[config.mk]
export PLATFORM = sky130hd
export DESIGN_NAME = operand_fetch_seq
export DESIGN_NICKNAME = d
export VERILOG_FILES = /design/src/rtl/opf_pkg.sv /design/src/rtl/operand_fetch_seq_addr_mux.sv /design/src/rtl/operand_fetch_seq.sv
export SDC_FILE = /design/constraint.sdc
export NUM_CORES = 1
export LEC_CHECK = 0
export BUFFER_PORTS_ARGS = -buffer_cell sky130_fd_sc_hd__buf_2
export CAP_MARGIN = 15
export CORE_ASPECT_RATIO = 0.75
export CORE_MARGIN = 1
export CORE_UTILIZATION = 50
export DETAILED_ROUTE_END_ITERATION = 7
export HOLD_SLACK_MARGIN = 0.02
export PLACE_DENSITY = 0.82
export SYNTH_ARGS = -nofsm -noshare
export SYNTH_HDL_FRONTEND = slang
export SYNTH_SLANG_ARGS = --single-unit
[constraint.sdc]
create_clock -name clk -period 3.9 [get_ports clk]
set_input_delay 0.585 -clock clk [delete_from_list [all_inputs] [get_ports clk]]
set_output_delay 0.585 -clock clk [all_outputs]
set_load 0.1 [all_outputs]
[src/rtl/opf_pkg.sv]
// Shared types and sizes for the operand fetch sequencer.
package opf_pkg;

    typedef enum logic [1:0] {
        IDLE = 2'b00,
        RD_A = 2'b01,
        RD_B = 2'b10,
        DONE = 2'b11
    } opf_state_t;

    localparam int RF_ADDR_W = 5;
    localparam int RF_XLEN   = 32;

endpackage

[src/rtl/operand_fetch_seq_addr_mux.sv]
// Register-file read address mux: fetch=1 selects in_a (rs1), fetch=0 selects in_b (rs2).
module opf_addr_mux
    import opf_pkg::*;
#(
    parameter int W = RF_ADDR_W
) (
    input  logic [W-1:0] in_a,
    input  logic [W-1:0] in_b,
    input  logic         fetch,
    output logic [W-1:0] out
);

    always_comb begin
        out = fetch ? in_a : in_b;
    end

endmodule

[src/rtl/operand_fetch_seq.sv]
// Sequences the single regfile read port over rs1 then rs2 and hands {op_a, op_b}
// to execute over a valid/ready handshake.
//
//   state | meaning
//   IDLE  | waiting for decode; req_ready high
//   RD_A  | rf_sel=1, rs1 data captured into op_a at the edge
//   RD_B  | rf_sel=0, rs2 data captured into op_b at the edge
//   DONE  | op_valid high until execute takes the operands
module operand_fetch_seq
    import opf_pkg::*;
#(
    parameter int XLEN        = RF_XLEN,
    parameter int ADDR_W      = RF_ADDR_W,
    parameter bit ZERO_BYPASS = 1'b1
) (
    input  logic              clk,
    input  logic              rst_n,
    input  logic              flush,
    input  logic              req_valid,
    output logic              req_ready,
    input  logic [ADDR_W-1:0] rs1_addr,
    input  logic [ADDR_W-1:0] rs2_addr,
    input  logic              need_rs2,
    output logic [ADDR_W-1:0] rf_rs1,
    output logic [ADDR_W-1:0] rf_rs2,
    output logic              rf_sel,
    output logic [ADDR_W-1:0] rf_raddr,
    input  logic [XLEN-1:0]   rf_rdata,
    output logic              op_valid,
    input  logic              op_ready,
    output logic [XLEN-1:0]   op_a,
    output logic [XLEN-1:0]   op_b
);

    opf_state_t        state_q;
    opf_state_t        state_d;
    logic [ADDR_W-1:0] rs1_q;
    logic [ADDR_W-1:0] rs2_q;
    logic              need_rs2_q;
    logic [XLEN-1:0]   op_a_q;
    logic [XLEN-1:0]   op_b_q;

    logic              accept;
    logic              rd_a_new;
    logic              rd_b_new;
    logic              rd_b_lat;

    // An operand goes through the port unless it is x0 with bypass enabled;
    // rs2 is additionally skipped when the instruction does not use it.
    always_comb begin
        accept   = req_valid && (state_q == IDLE);
        rd_a_new = !ZERO_BYPASS || (rs1_addr != '0);
        rd_b_new = need_rs2 && (!ZERO_BYPASS || (rs2_addr != '0));
        rd_b_lat = need_rs2_q && (!ZERO_BYPASS || (rs2_q != '0));
    end

    always_ff @(posedge clk) begin
        if (!rst_n) begin
            state_q    <= IDLE;
            rs1_q      <= '0;
            rs2_q      <= '0;
            need_rs2_q <= 1'b0;
            op_a_q     <= '0;
            op_b_q     <= '0;
        end else begin
            state_q <= state_d;
            // A flush freezes the latches and operands; only the state moves.
            if (!flush) begin
                case (state_q)
                    IDLE: begin
                        if (accept) begin
                            rs1_q      <= rs1_addr;
                            rs2_q      <= rs2_addr;
                            need_rs2_q <= need_rs2;
                            if (!rd_a_new) op_a_q <= '0;
                            if (!rd_b_new) op_b_q <= '0;
                        end
                    end
                    RD_A:    op_a_q <= rf_rdata;
                    RD_B:    op_b_q <= rf_rdata;
                    default: ;
                endcase
            end
        end
    end

    always_comb begin
        state_d = state_q;
        if (flush) begin
            state_d = IDLE;
        end else begin
            case (state_q)
                IDLE: begin
                    if (accept) begin
                        if (rd_a_new)      state_d = RD_A;
                        else if (rd_b_new) state_d = RD_B;
                        else               state_d = DONE;
                    end
                end
                RD_A:    state_d = rd_b_lat ? RD_B : DONE;
                RD_B:    state_d = DONE;
                DONE:    if (op_ready) state_d = IDLE;
                default: state_d = IDLE;
            endcase
        end
    end

    always_comb begin
        req_ready = (state_q == IDLE);
        rf_sel    = (state_q == RD_A);
        op_valid  = (state_q == DONE);
        rf_rs1    = rs1_q;
        rf_rs2    = rs2_q;
        op_a      = op_a_q;
        op_b      = op_b_q;
    end

    opf_addr_mux #(.W(ADDR_W)) u_addr_mux (
        .in_a  (rf_rs1),
        .in_b  (rf_rs2),
        .fetch (rf_sel),
        .out   (rf_raddr)
    );

endmodule

After elaboration in Yosys (flattened, before gate mapping)
Cells that the tools add are included.
{"block": "word_totals", "reg_bits": 77, "in_bits": 48, "out_inout_bits": 82, "elab_cells": 42}
{"block": "classes", "eq_ne": 7, "muxes": 13, "bitwise": 2, "reduce_logical": 14}
{"operator": "32-bit 2-to-1 mux", "n": 4}
{"operator": "32-bit case mux with 2 select lines", "n": 2}
{"operator": "5-bit nonzero test", "n": 3}
{"operator": "2-bit case mux with 4 select lines", "n": 1}
{"operator": "4-bit AND reduction", "n": 2}
{"operator": "2-bit 2-to-1 mux", "n": 3}
{"operator": "5-bit 2-to-1 mux", "n": 1}
{"operator": "2-bit == test (second input constant)", "n": 2}
{"operator": "2-bit by 1-bit inequality test with 1-bit output (second input constant)", "n": 2}
{"operator": "2-bit inequality test (second input constant)", "n": 2}
{"operator": "2-bit nonzero test", "n": 2}
{"operator": "1-bit logical AND", "n": 3}
{"operator": "3-bit AND reduction", "n": 1}
{"operator": "2-bit by 1-bit == test with 1-bit output (second input constant)", "n": 1}
{"operator": "2-bit zero test", "n": 1}
{"operator": "1-bit 2-to-1 mux", "n": 2}
{"operator": "1-bit NOT", "n": 2}
{"operator": "2-bit AND reduction", "n": 1}
{"operator": "2-bit OR reduction", "n": 1}

Longest topological paths before layout
{"block": "depth", "word_depth": 6, "mapped_depth": 8, "ltp_nobuf": 6}

Modules after synthesis
A second synthesis with hierarchy kept.
{"block": "unflattened", "cells_unflattened": 307, "area_unflattened_um2": 3398.3}
{"mod": "operand_fetch_seq", "n_inst": 1, "cells_per_inst": 302, "area_each_um2": 3342.0, "seq_area_each_um2": 1541.5}
{"mod": "opf_addr_mux", "n_inst": 1, "cells_per_inst": 5, "area_each_um2": 56.3, "seq_area_each_um2": 0.0}

Least setup slack after synthesis
OpenSTA, ideal clock, no wires.
{"block": "synth_timing", "kind": "register to output", "start": "register state_q[1]", "end": "output port rf_raddr[0]", "arrival_ns": 2.152, "t_required_ns": 3.315, "path_slack_ns": 1.163, "path_stages_with_launch": 5, "n_path_buf": 1, "cell_sequence": "dfxtp_1 > inv_1 > ha_1 > clkbuf_1 > mux2_2"}
{"block": "synth_between", "elab_chain_len": 2}
{"item": "start: declaration", "line": "operand_fetch_seq.sv:35", "rtl": "opf_state_t state_q;"}
{"item": "start signal: assignment", "line": "operand_fetch_seq.sv:66", "rtl": "state_q <= state_d;"}
{"item": "2-bit by 1-bit == test with 1-bit output", "line": "operand_fetch_seq.sv:110", "rtl": "rf_sel = (state_q == RD_A);"}
{"item": "net rf_sel", "line": "operand_fetch_seq.sv:26", "rtl": "output logic rf_sel,"}
{"item": "5-bit 2-to-1 mux", "line": "operand_fetch_seq_addr_mux.sv:14", "rtl": "out = fetch ? in_a : in_b;"}
{"item": "end: declaration", "line": "operand_fetch_seq.sv:27", "rtl": "output logic [ADDR_W-1:0] rf_raddr,"}
The timed path passes the listed nets, and every way through them passes these cells.

Worst setup path in the final report
{"block": "layout_timing", "start": "register state_q[1]", "end": "output port rf_raddr[0]"}
{"block": "layout_between", "elab_chain_len": 2}
{"item": "2-bit by 1-bit == test with 1-bit output", "line": "operand_fetch_seq.sv:110"}
{"item": "5-bit 2-to-1 mux", "line": "operand_fetch_seq_addr_mux.sv:14"}
No other way between the ends.

==> impl.org <==
** Run status
- Result of the run :: finished, final reports clean

** Floorplan
- Boundary Pins :: 130
- Once the floorplan was initialized, standard cells occupied 51.8% of the core.
- The floorplan has 25 rows.
- Core region area :: 0.00632 sq mm
- In this run the vertical extent of the chip is 72.1 um.
- Total Die Area :: 0.00688 sq mm
- Chip width :: 95.4 um

** Min path
- Type of the worst min-delay path :: register to register

** STA
- Final number of max-transition violations :: 0
- The worst path uses 65.0% of the clock period.
- Peak Freq :: 0.394 GHz
- Setup violations remaining at the end of the flow were counted as 0.
- Final critical path time including I/O delays and setup :: 2540 ps
- Slew at the pin with the worst max-slew slack :: 1010 ps
- Adding up every negative setup slack in the final design gives 0 ps.
- The number of hold-slack violations in the final timing report came to 0.
- Across the routed clock network, the largest skew measured is 6.98 ps.
- RSZ-0062 raised after global routing :: false
- Headroom to the max-slew limit came out at 32.3%.
- Minimum setup slack in the final design :: 1360 ps

** Synth
- Flip-flop cell with the highest count after synthesis :: dfxtp_1
- Area share of the largest cell type after synthesis :: 47.1%
- Portion of the post-synthesis area used by sequential elements :: 47.1%
- When the netlist entered floorplanning its net count stood at 357.
- Mean post-synth cell area :: 10.8 sq um
- Number of synthesized flops with an enable pin :: 0
- Proportion of register bits with asynchronous set or reset after synthesis :: 0%
- Yosys synthesis warning count :: 0
- Of all cell types, the one taking the most synthesized area is dfxtp_1.
- In this run, synthesis produced a sequential element count of 77.
- Synthesis produced a netlist whose cell count is 304.
- By area the synthesized netlist is led by dfxtp_1, a221o_1, nor2b_1.
- The mapped netlist covers 0.00327 sq mm.
- The number of different library cells used by synthesis comes to 34.

** Worst setup path
- The critical path is of the register to output port type.
- CP top delay family :: adder cells
- Counting both buffers and inverters, the worst setup path holds a total of 2.
- Following the worst setup path forward leads to its endpoint at rf_raddr[0].
- Worst EP arrival :: 1950 ps
- Launch point of the worst path :: state_q[1]
- Crit-path max cell delay :: 470 ps
- WP data required :: 3310 ps
- Endpoint of the most critical register-to-register path :: op_b[16]
- Setup slack of the worst register-to-register path :: 1380 ps
- Walking the worst path, the cells encountered are inv_1 -> ha_1 -> mux2_2 -> buf_2.
- Of all nets on the critical path, the largest fanout is 11.
- Critical Path Sink Type :: output port
- CP Launch Type :: register
- The startpoint identified for the worst register-to-register timing path is state_q[0].
- Among all stages on the critical path, the largest delay is contributed by ha_1.
- Stages on the worst setup path :: 4
- Measured in cells, the most critical reg-to-reg path has a length of 7.

** Drt
- Average wire length per cell after detail routing :: 17.2 um
- In the routed design, unresolved DRC markers number 0.
- DR vias :: 3,011
- Initial detailed-routing violation count :: 192
- Total wire length :: 8.76 mm
- Dividing the detail-routed via count by the number of cells gives 5.93.
- Count of nets left with antenna violations after detail routing :: 0
- For this run, the detailed router's first-pass iteration total came to 4.

** Layout
- Fillers :: 541
- At the end of the flow, the number of nets in the layout was 475.
- Register Area :: 0.00154 sq mm
- 0 antenna diodes ended up in the layout.
- Summing all multi-input logic gate instances after layout gives 0.00158 sq mm.
- Area growth, synth to finish :: 26.1%
- Final cell utilization of the core :: 65.3%
- Share of cells above drive strength 1 :: 38.2%

** Flow run
- Across the run, the number of max-cap violations was 0.

** Clock network
- Htree depth :: 3
- Post-cts sizing count :: 0
- Clock-pin slew was measured on the worst setup and hold paths at 80 ps.
- Total clock buffers created by CTS :: 9
- Clk_lat worst skew :: 340 ps
- Buffers inserted to repair hold after CTS numbered 0.
- The longest clock path from root to sink contains 2 buffers.
- Clock tree from TritonCTS :: done
- Root buffer selected by CTS :: clkbuf_8
- Clock sinks :: 77
- Post-CTS setup repair buffer count :: 0

** Power
- Fraction of power spent switching nets :: 31.0%
- Clk network pwr share :: 35.6%
- Power spent charging and discharging nets :: 541 uW
- VDD sags by at most 0.249 mV.
- In this run the power density over the cells is 423 mW/mm^2.
- In this run, the combinational gates consume 17.7% of the power.
- Of the total power, registers draw 46.7%.
- Leakage power figure :: 1.91 nW
- Cell Int Power :: 1.20 mW

** Place
- OpenSTA, run right after detailed placement, puts the worst setup slack at 1110 ps.
- The HPWL after detailed placement is 5.93 mm.
- During placement, the flow inserted port buffers numbering 129.
- The congestion estimate from routability-driven global placement came to 0.810.

** Global route
- Antenna violations before repair :: 0
- For this run, the total global-route usage over all layers was measured as 25.4%.
- Global routing finished with a remaining overflow of 0.
- The number of global-route vias before repair was 2,711.
- The first global-routing pass estimated 13.6 mm of wire.
- Entering global routing, the biggest net connects 49 pins.
placed cells by master (no fill, tap or decap):
cell type and n:
buf_2 129, dfxtp_1 77, nor2b_1 44, a22oi_1 33
a221o_1 32, a22o_1 31, mux2i_1 11, clkbuf_8 11
nand2_1 6, mux2_2 5, inv_1 5, ha_1 5
buf_4 5, nand2b_1 4, o21ai_0 3, o2111ai_1 2
nand3b_1 2, a21oi_2 2, clkinv_2 2, nor4_1 1
nand3_1 1, o311ai_0 1, or2_2 1, o221a_2 1
or4_1 1, o21ai_2 1, and4_1 1, o21bai_2 1
nor3b_2 1, or3_1 1, or3b_2 1, nor2_1 1
o221ai_1 1, a31oi_1 1, clkinvlp_4 1, inv_6 1
bufinv_16 1
worst reg2reg max path, cell delays in order (launching register included):
cell and delay (ps):
dfxtp_1 400, inv_1 100, ha_1 330, nor3b_2 870, buf_4 370, a22oi_1 100
nor2b_1 160, a221o_1 130
per-layer routing:
layer / vias to the layer above / GRT usage, % / wire, um / share of wire [%]
met5: - / 0 / 0 / 0
met4: 0 / 6.97 / 57 / 0.65
met3: 8 / 6.29 / 617 / 7.0
met2: 129 / 38.3 / 3990 / 46
met1: 1467 / 36.4 / 4090 / 47
li1: 1407 / - / - / -
area by class of cell:
type	instances	share of cell area, %
clock buffers	11	3.67
clock inverters	5	1.36
inverters	5	0.455
multi-input cells	195	38.2
flip-flops and latches	77	37.3
well taps	81	2.45
repair buffers	134	16.5
power groups by stage:
stage	sequential (mW)	clock, mW	combinational [mW]
global placement	0.832	0	0.303
finish	0.815	0.621	0.310
global route	0.817	0.673	0.324
floorplan	0.934	0	0.128
CTS	0.814	0.631	0.309
detailed placement	0.833	0	0.308
synthesized netlist by cell type, types with 2 or more instances:
| cell type | number |
|---|---|
| nor2b_1 | 44 |
| a221o_1 | 32 |
| nand3b_1 | 2 |
| mux2_2 | 5 |
| ha_1 | 5 |
| a22oi_1 | 33 |
| o21ai_0 | 3 |
| a22o_1 | 31 |
| buf_2 | 9 |
| nand2b_1 | 4 |
| nand2_1 | 6 |
| dfxtp_1 | 77 |
| inv_1 | 5 |
| buf_8 | 3 |
| o2111ai_1 | 2 |
| a21oi_1 | 2 |
| mux2i_1 | 11 |
| clkbuf_1 | 14 |
how the worst min path moves through the flow:
stage	end	cells past startpoint	from	slack, ps
after CTS	op_a[9]	1	op_a[9]	480
after floorplan	state_q[0]	2	state_q[0]	470
after global placement	op_a[28]	1	op_a[28]	450
after global routing	op_a[25]	2	rf_rdata[25]	480
after detailed placement	op_a[7]	1	op_a[7]	450
final	op_a[8]	1	op_a[8]	470
registers in the layout, indices dropped and copies added, names as in the netlist:
register,count
op_a,32
rf_rs1,5
state_q,2
need_rs2_q,1
op_b,32
rf_rs2,5
cells by family after synthesis:
logic type                 Yosys count  share of synthesized area [%]
AOI/OAI and AO/OA                  109                           28.5
adders and majority gates            5                           1.91
buffers and inverters               32                           5.27
DFF                                 77                           47.1
muxes                               16                           5.08
and+or+nand+nor                     65                           12.2
metrics by stage:
| step | hold slack (ps) | cells | cell area (sq um) | power (mW) |
|---|---|---|---|---|
| 3_3_place_gp | 452 | 492 | 3920 | 1.13 |
| 4_1_cts | 475 | 508 | 4130 | 1.75 |
| 2_1_floorplan | 470 | 304 | 3270 | 1.06 |
| 6_report | 472 | 508 | 4130 | 1.75 |
| 3_5_place_dp | 451 | 492 | 3920 | 1.14 |
| 5_1_grt | 479 | 508 | 4130 | 1.81 |
(Power assumes the default switching activity.)
